[src/rtl/multicycle_control.sv]
// Control FSM sequencing a 64-bit multicycle RISC-V datapath (R-type, addi, ld, sd, beq).
// Latency: outputs decode combinationally from the current state; 3-5 cycles per instruction.
// Backpressure: none; unsupported opcodes park the FSM in HALT until reset.
module multicycle_control (
  input  logic       clk,
  input  logic       reset,
  input  logic [6:0] opcode,
  input  logic       zero,
  output logic       PCWrite,
  output logic [1:0] PCSource,
  output logic       ALUSrcA,
  output logic [1:0] ALUSrcB,
  output logic [1:0] ALUOp,
  output logic       LoadAOut,
  output logic       RegWrite,
  output logic       LoadRegA,
  output logic       LoadRegB,
  output logic       MemToReg,
  output logic       DMemRead,
  output logic       DMemWrite,
  output logic       LoadMDR,
  output logic       IMemRead,
  output logic       IRWrite,
  output logic [3:0] state_dbg,
  output logic       halted
);

  typedef enum logic [3:0] {
    S_FETCH     = 4'd0,
    S_DECODE    = 4'd1,
    S_EXEC_R    = 4'd2,
    S_EXEC_I    = 4'd3,
    S_ALU_WB    = 4'd4,
    S_MEM_ADDR  = 4'd5,
    S_MEM_READ  = 4'd6,
    S_MEM_WB    = 4'd7,
    S_MEM_WRITE = 4'd8,
    S_BRANCH    = 4'd9,
    S_PC_INC    = 4'd10,
    S_HALT      = 4'd15
  } state_t;

  localparam logic [6:0] OP_R    = 7'b0110011;
  localparam logic [6:0] OP_ADDI = 7'b0010011;
  localparam logic [6:0] OP_LD   = 7'b0000011;
  localparam logic [6:0] OP_SD   = 7'b0100011;
  localparam logic [6:0] OP_BEQ  = 7'b1100011;

  state_t state_q, state_d;

  // Next-state selection; opcode is consulted only in DECODE and MEM_ADDR.
  always_comb begin
    state_d = S_HALT;
    case (state_q)
      S_FETCH:     state_d = S_DECODE;
      S_DECODE: begin
        if (opcode == OP_R)                          state_d = S_EXEC_R;
        else if (opcode == OP_ADDI)                  state_d = S_EXEC_I;
        else if (opcode == OP_LD || opcode == OP_SD) state_d = S_MEM_ADDR;
        else if (opcode == OP_BEQ)                   state_d = S_BRANCH;
        else                                         state_d = S_HALT;
      end
      S_EXEC_R:    state_d = S_ALU_WB;
      S_EXEC_I:    state_d = S_ALU_WB;
      S_ALU_WB:    state_d = S_FETCH;
      S_MEM_ADDR: begin
        if (opcode == OP_LD)      state_d = S_MEM_READ;
        else if (opcode == OP_SD) state_d = S_MEM_WRITE;
        else                      state_d = S_HALT;
      end
      S_MEM_READ:  state_d = S_MEM_WB;
      S_MEM_WB:    state_d = S_FETCH;
      S_MEM_WRITE: state_d = S_PC_INC;
      S_BRANCH:    state_d = zero ? S_FETCH : S_PC_INC;
      S_PC_INC:    state_d = S_FETCH;
      S_HALT:      state_d = S_HALT;
      default:     state_d = S_HALT;
    endcase
  end

  // State register; async reset lands in FETCH at once, aborting any instruction.
  always_ff @(posedge clk or posedge reset) begin
    if (reset) state_q <= S_FETCH;
    else       state_q <= state_d;
  end

  // Output decode from state (PCWrite in BRANCH follows zero); all forced low while in reset.
  always_comb begin
    PCWrite   = 1'b0;
    PCSource  = 2'd0;
    ALUSrcA   = 1'b0;
    ALUSrcB   = 2'd0;
    ALUOp     = 2'd0;
    LoadAOut  = 1'b0;
    RegWrite  = 1'b0;
    LoadRegA  = 1'b0;
    LoadRegB  = 1'b0;
    MemToReg  = 1'b0;
    DMemRead  = 1'b0;
    DMemWrite = 1'b0;
    LoadMDR   = 1'b0;
    IMemRead  = 1'b0;
    IRWrite   = 1'b0;
    halted    = 1'b0;
    state_dbg = 4'd0;
    if (!reset) begin
      state_dbg = state_q;
      case (state_q)
        S_FETCH: begin
          IMemRead = 1'b1;
          IRWrite  = 1'b1;
        end
        S_DECODE: begin
          // Speculative branch target PC + (imm << 1) into ALUOut.
          LoadRegA = 1'b1;
          LoadRegB = 1'b1;
          ALUSrcB  = 2'd3;
          LoadAOut = 1'b1;
        end
        S_EXEC_R: begin
          ALUSrcA  = 1'b1;
          ALUOp    = 2'b10;
          LoadAOut = 1'b1;
        end
        S_EXEC_I, S_MEM_ADDR: begin
          ALUSrcA  = 1'b1;
          ALUSrcB  = 2'd2;
          LoadAOut = 1'b1;
        end
        S_ALU_WB, S_MEM_WB: begin
          // Register writeback and PC + 4 share this cycle.
          RegWrite = 1'b1;
          MemToReg = (state_q == S_MEM_WB);
          ALUSrcB  = 2'd1;
          PCWrite  = 1'b1;
        end
        S_MEM_READ: begin
          // Data memory is addressed by alu_res, so keep the address on the ALU.
          ALUSrcA  = 1'b1;
          ALUSrcB  = 2'd2;
          DMemRead = 1'b1;
          LoadMDR  = 1'b1;
        end
        S_MEM_WRITE: begin
          ALUSrcA   = 1'b1;
          ALUSrcB   = 2'd2;
          DMemWrite = 1'b1;
        end
        S_BRANCH: begin
          ALUSrcA  = 1'b1;
          ALUOp    = 2'b01;
          PCSource = 2'd1;
          PCWrite  = zero;
        end
        S_PC_INC: begin
          ALUSrcB = 2'd1;
          PCWrite = 1'b1;
        end
        S_HALT:  halted = 1'b1;
        default: ;
      endcase
    end
  end

endmodule
[config.mk]
export PLATFORM = sky130hd
export DESIGN_NAME = multicycle_control
export DESIGN_NICKNAME = d
export VERILOG_FILES = /design/src/rtl/multicycle_control.sv
export SDC_FILE = /design/constraint.sdc
export NUM_CORES = 1
export LEC_CHECK = 0
export ABC_AREA = 1
export BUFFER_PORTS_ARGS = -buffer_cell sky130_fd_sc_hd__clkbuf_2
export CAP_MARGIN = 25
export CORE_UTILIZATION = 42
export DETAILED_ROUTE_END_ITERATION = 7
export PLACE_DENSITY = 0.78
export SYNTH_ARGS = -nofsm -noshare
export SYNTH_HDL_FRONTEND = slang
export SYNTH_SLANG_ARGS = --single-unit
[constraint.sdc]
create_clock -name clk -period 1.7 [get_ports clk]
set_input_delay 0.51 -clock clk [delete_from_list [all_inputs] [get_ports clk]]
set_output_delay 0.51 -clock clk [all_outputs]
set_load 0.03 [all_outputs]
==> metrics.md, run 1 <==
| Metric | Value |
|---|---|
| Post-synthesis mux area share | 0 |
| Adder and majority gate portion of the synthesized area | 0 |
| Largest net degree at the start of global routing | 9 |
| Die Height | between 30 and 40 um |
| XOR/XNOR Fraction of Synth Area | 0 |
| Post-synth top flop | dfrtp_1 |
| Placer Congestion | roughly 0.89 |
| CTS Buf Count | 3 |
| Worst-path end type | primary output |
| Largest family of logic cells by synthesized area | simple AND/OR/NAND/NOR gates |
| Placed Area | about 1000 um2 |
| Detailed placement HPWL | 1.49 mm |
| Post-synthesis area per instance | 5.35 um2 |
| Post-synth EDFFs | 0 |
| Clock sinks | 4 |
| Largest area contributor in the synthesized netlist | nand2_1 |
| CTS H-tree lvls | 1 |
| Bufs on Longest Clock Path | 2 |
| Clock Tree Root | clkbuf_4 |
| Status | did not finish |
| Stopped at | global routing |
| Synth Area in Compound Gates | 0.0952 |
| Cts hold-fix bufs | 0 |
| Site Rows | 13 |
| Initial Util | 0.450 |
| Synthesized flop and latch total | 4 |
| Count leader, synth | nand2_1 |
| First Err | [ERROR DPL-0038] Utilization greater than 100%, impossible to legalize |
| Number of I/O pins | 33 |
| Synth Area in Simple Gates | 0.556 |
| Post-Syn Instances | between 100 and 150 |
| Worst_ep grt | ALUSrcB[0] |
| PortBufs | 31 |
| Die width | ~39 um |
| Ys Warns | 0 |
| Post-Syn Area | ~580 um2 |
| Asr flop ratio synth | 1.00 |
| Commonest cells post-synth | nand2_1 (32), nor2_1 (21), inv_1 (10) |
| Post-Syn Nets | between 100 and 150 |
| Yosys cell types | 22 |
| Register area share after synthesis | 0.173 |
| Top post-synthesis cells by area | nand2_1 (21%), dfrtp_1 (17%), nor2_1 (14%), buf_4 (6.5%), inv_1 (6.5%) |
| DP Worst Slack | -155 ps |
| Post-synth top area share | 0.208 |
## what timing repair did
item / CTS
resized for setup: 41
pin swaps: 3
setup endpoints to repair: 20
setup buffers: 4
## metrics by stage
step / std cells / utilization
4_1_cts: 178 / 0.943
3_5_place_dp: 171 / 0.787
3_3_place_gp: 171 / 0.787
2_1_floorplan: 108 / -
## kinds of logic after synthesis
group,after synthesis
other,1
buffers and inverters,21
DFF,4
and+or+nand+nor,73
AOI/OAI and AO/OA,9
==> run 2, diff against run 1 <==
--- a/config.mk
+++ b/config.mk
@@ -8,9 +8,10 @@
 export ABC_AREA = 1
 export BUFFER_PORTS_ARGS = -buffer_cell sky130_fd_sc_hd__clkbuf_2
 export CAP_MARGIN = 25
-export CORE_UTILIZATION = 42
+export CORE_AREA = 2 2 63 65
 export DETAILED_ROUTE_END_ITERATION = 7
-export PLACE_DENSITY = 0.78
+export DIE_AREA = 0 0 65 67
+export PLACE_DENSITY_LB_ADDON = 0.15
 export SYNTH_ARGS = -nofsm -noshare
 export SYNTH_HDL_FRONTEND = slang
 export SYNTH_SLANG_ARGS = --single-unit
==> metrics.md, run 2 <==
| Metric | Value |
|---|---|
| Critical Path Start Type | register |
| Critical path cell sequence | inv_4, nand2_4, buf_4, o31ai_4, clkbuf_8 |
| Site Rows | 22 (was 13) |
| Net Sw Frac | 0.492 |
| Final period util | 1.13 |
| Hold Path Class | in -> async |
| Crit path capture type | primary output |
| Largest net degree at the start of global routing | 10 |
| Post-Syn Instances | 108 (unchanged) |
| Top sig layer | met4 |
| Number of I/O pins | 33 (unchanged) |
| Post-synth top flop | dfrtp_1 (unchanged) |
| CTS H-tree lvls | 1 (unchanged) |
| Status | finished, violations left (was did not finish) |
| Post-synth EDFFs | 0 (unchanged) |
| Cts hold-fix bufs | 0 (unchanged) |
| Largest area contributor in the synthesized netlist | nand2_1 (unchanged) |
| Register area share after synthesis | 0.173 (unchanged) |
| Placer Congestion | 0.781 (was 0.889) |
| Bufs on Longest Clock Path | 2 (unchanged) |
| Core Region | about 3600 um2 |
| Post-layout power | about 2.6 mW |
| Post-Syn Nets | 118 (unchanged) |
| # diodes | 0 |
| Detailed placement HPWL | 1.61 mm (was 1.49 mm) |
| Minimum clock period | 1930 ps |
| Slew Limit Fails | 0 |
| NumNets Final | 181 |
| Top delay family on crit path | flip-flops |
| Met3 routed WL | about 90 um |
| Commonest non-fill, non-tap cells in the layout | nand2_1 (25), buf_4 (25), nor2_4 (14) |
| Number of flip-flops in the largest register | 4 |
| Area of the multi-input gates | roughly 590 um2 |
| Grt ovf | 0 |
| Die Height | 67 um (was 39.1 um) |
| Power Dens Cells | around 1800 nW/um2 |
| Commonest cells post-synth | nand2_1 (32), nor2_1 (21), inv_1 (10) (unchanged) |
| TritonCTS clock tree | done |
| First-pass GRT wire length | roughly 3.4 mm |
| RSZ-0062 raised after global routing | yes |
| Die area | approximately 4400 um2 |
| Asr flop ratio synth | 1.00 (unchanged) |
| DP Worst Slack | -156 ps (was -155 ps) |
| PortBufs | 31 (unchanged) |
| Count leader, synth | nand2_1 (unchanged) |
| Crit-path max cell delay | ~470 ps |
| WP data required | 1190 ps |
| Yosys cell types | 22 (unchanged) |
| Reg with most FFs | state_q |
| DR vias | 868 |
| Reg clk slew, reported paths | 30 ps |
| Gate power share | 0.815 |
| Synthesized flop and latch total | 4 (unchanged) |
| ANT nets after route | 0 |
| Initial Util | 0.160 (was 0.450) |
| Buf/Inv on CP | 3 |
| Critical path class | reg -> out |
| Clk_lat worst skew | 220 ps |
| Detail Route met2 WL | 1.11 mm |
| Final hold viol count | 0 |
| Remaining DRCs | 0 |
| CTS Buf Count | 3 (unchanged) |
| Failing checks | setup timing |
| Leakage | 0.706 nW |
| Die width | 65 um (was 39.1 um) |
| Crit path max fanout | 6 |
| Layout cells sized above 1 | 0.657 |
| Ys Warns | 0 (unchanged) |
| Reg2reg path depth | 7 |
| TritonRoute pass-1 iters | 4 |
| Post-synth top area share | 0.208 (unchanged) |
| P_int | approximately 1.3 mW |
| Final setup vio count | 20 |
| Reg power frac | 0.108 |
| Routed len/inst | just under 10 um |
| Non-Filler Instances | 217 |
| Critical path's slowest cell | dfrtp_2 |
| Vias per cell | ~4.0 |
| Worst Path Arrival | about 1400 ps |
| Placed Cells | 203 (was 171) |
| Initial antenna violation count | 0 |
| Final WL | between 2 and 2.5 mm |
| Sw power | approximately 1.3 mW |
| Post-synthesis area per instance | 5.35 um2 (unchanged) |
| Vias in the first global route | roughly 780 |
| Share of total power in the clock network | 0.077 |
| All-Layer GR Usage | 0.101 |
| Area Overhead vs Synth | 154% |
| Critical Path Stages | 5 |
| Regs by FF count | state_q: 4 flops |
| Post-route setup slack | -226 ps |
| Top post-synthesis cells by area | nand2_1 (21%), dfrtp_1 (17%), nor2_1 (14%), buf_4 (6.5%), inv_1 (6.5%) (unchanged) |
| Max Freq | a little over 500 MHz |
| Worst Skew | about 0.57 ps |
| Clock Tree Root | clkbuf_8 (was clkbuf_4) |
| Clock sinks | 4 (unchanged) |
| Sequential Area | 105 um2 |
| Post-Syn Area | 578 um2 (unchanged) |
| Maxcap violations | 0 |
| Peak VDD IR | between 0.0004 and 0.0005 V |
| DR iter-0 viols | 26 |
| Fillers | 360 |
| Met1 WL | 906 um |
-- run 2: cell counts after synthesis --
No cell type changed its count.
-- run 2: worst paths after layout --
| path | from | slack, ps | to |
|---|---|---|---|
| worst min register to register | state_q[3]$_DFF_PP0_ | 790 | state_q[0]$_DFF_PP0_ |
| max in group asynchronous | reset | 1110 | state_q[0]$_DFF_PP0_ |
| min in group clk | opcode[4] | 640 | state_q[2]$_DFF_PP0_ |
| worst max register to register | state_q[0]$_DFF_PP0_ | 260 | state_q[1]$_DFF_PP0_ |
| worst max-delay path | state_q[0]$_DFF_PP0_ | -230 | LoadAOut |
| worst min-delay path | reset | 480 | state_q[3]$_DFF_PP0_ |
-- run 2: kinds of logic (layout without fill, tap and decap cells) --
family / Yosys count / in the layout / synth area share
AO/OA/AOI/OAI: 9 / 9 / 0.0952
other: 1 / 1 / 0.00649
buffers and inverters: 21 / 82 / 0.169
AND/OR/NAND/NOR: 73 / 73 / 0.556
flip-flops: 4 / 4 / 0.173
-- run 2: metal layers --
metal	track usage	vias to the layer above
met5	0	-
met2	0.171	26
li1	-	454
met3	0.0186	3
met1	0.124	385
met4	0.0452	0
-- run 2: final cells by class --
cell class,count,area share
Multi-Input combinational cell,83,0.399
Sequential cell,4,0.0717
Tap cell,48,0.0410
Inverter,15,0.0435
Clock buffer,3,0.0282
Timing Repair Buffer,64,0.416
-- run 2: repair_timing --
| item | 4_1_cts | 5_1_grt |
|---|---|---|
| setup endpoints to repair | 20 | 22 |
| setup buffers | 6 | 7 |
| pin swaps | 4 | 11 |
| gates resized for setup | 54 | 36 |
-- run 2: worst min-delay path, delay by kind of cell --
| family | cells | cell delay (ps) |
|---|---|---|
| buffers and inverters | 3 | 510 |
-- run 2: power groups by stage --
stage               sequential, mW  combinational, mW  clock [mW]
floorplan                    0.222               1.01           0
global placement             0.240               1.50           0
detailed placement           0.241               1.50           0
CTS                          0.274               1.83       0.207
global route                 0.294               2.29       0.209
finish                       0.284               2.14       0.203
-- run 2: stage by stage --
stage,cell area (um2),hold slack [ps],utilization,setup TNS (ps)
3_5_place_dp,1040,621,0.290,-1930
6_report,1470,479,0.407,-2920
4_1_cts,1330,431,0.368,-3220
3_3_place_gp,1040,614,0.290,-1490
5_1_grt,1470,507,0.407,-4030
2_1_floorplan,713,293,-,-522
Power figures use the tool's default switching activity.
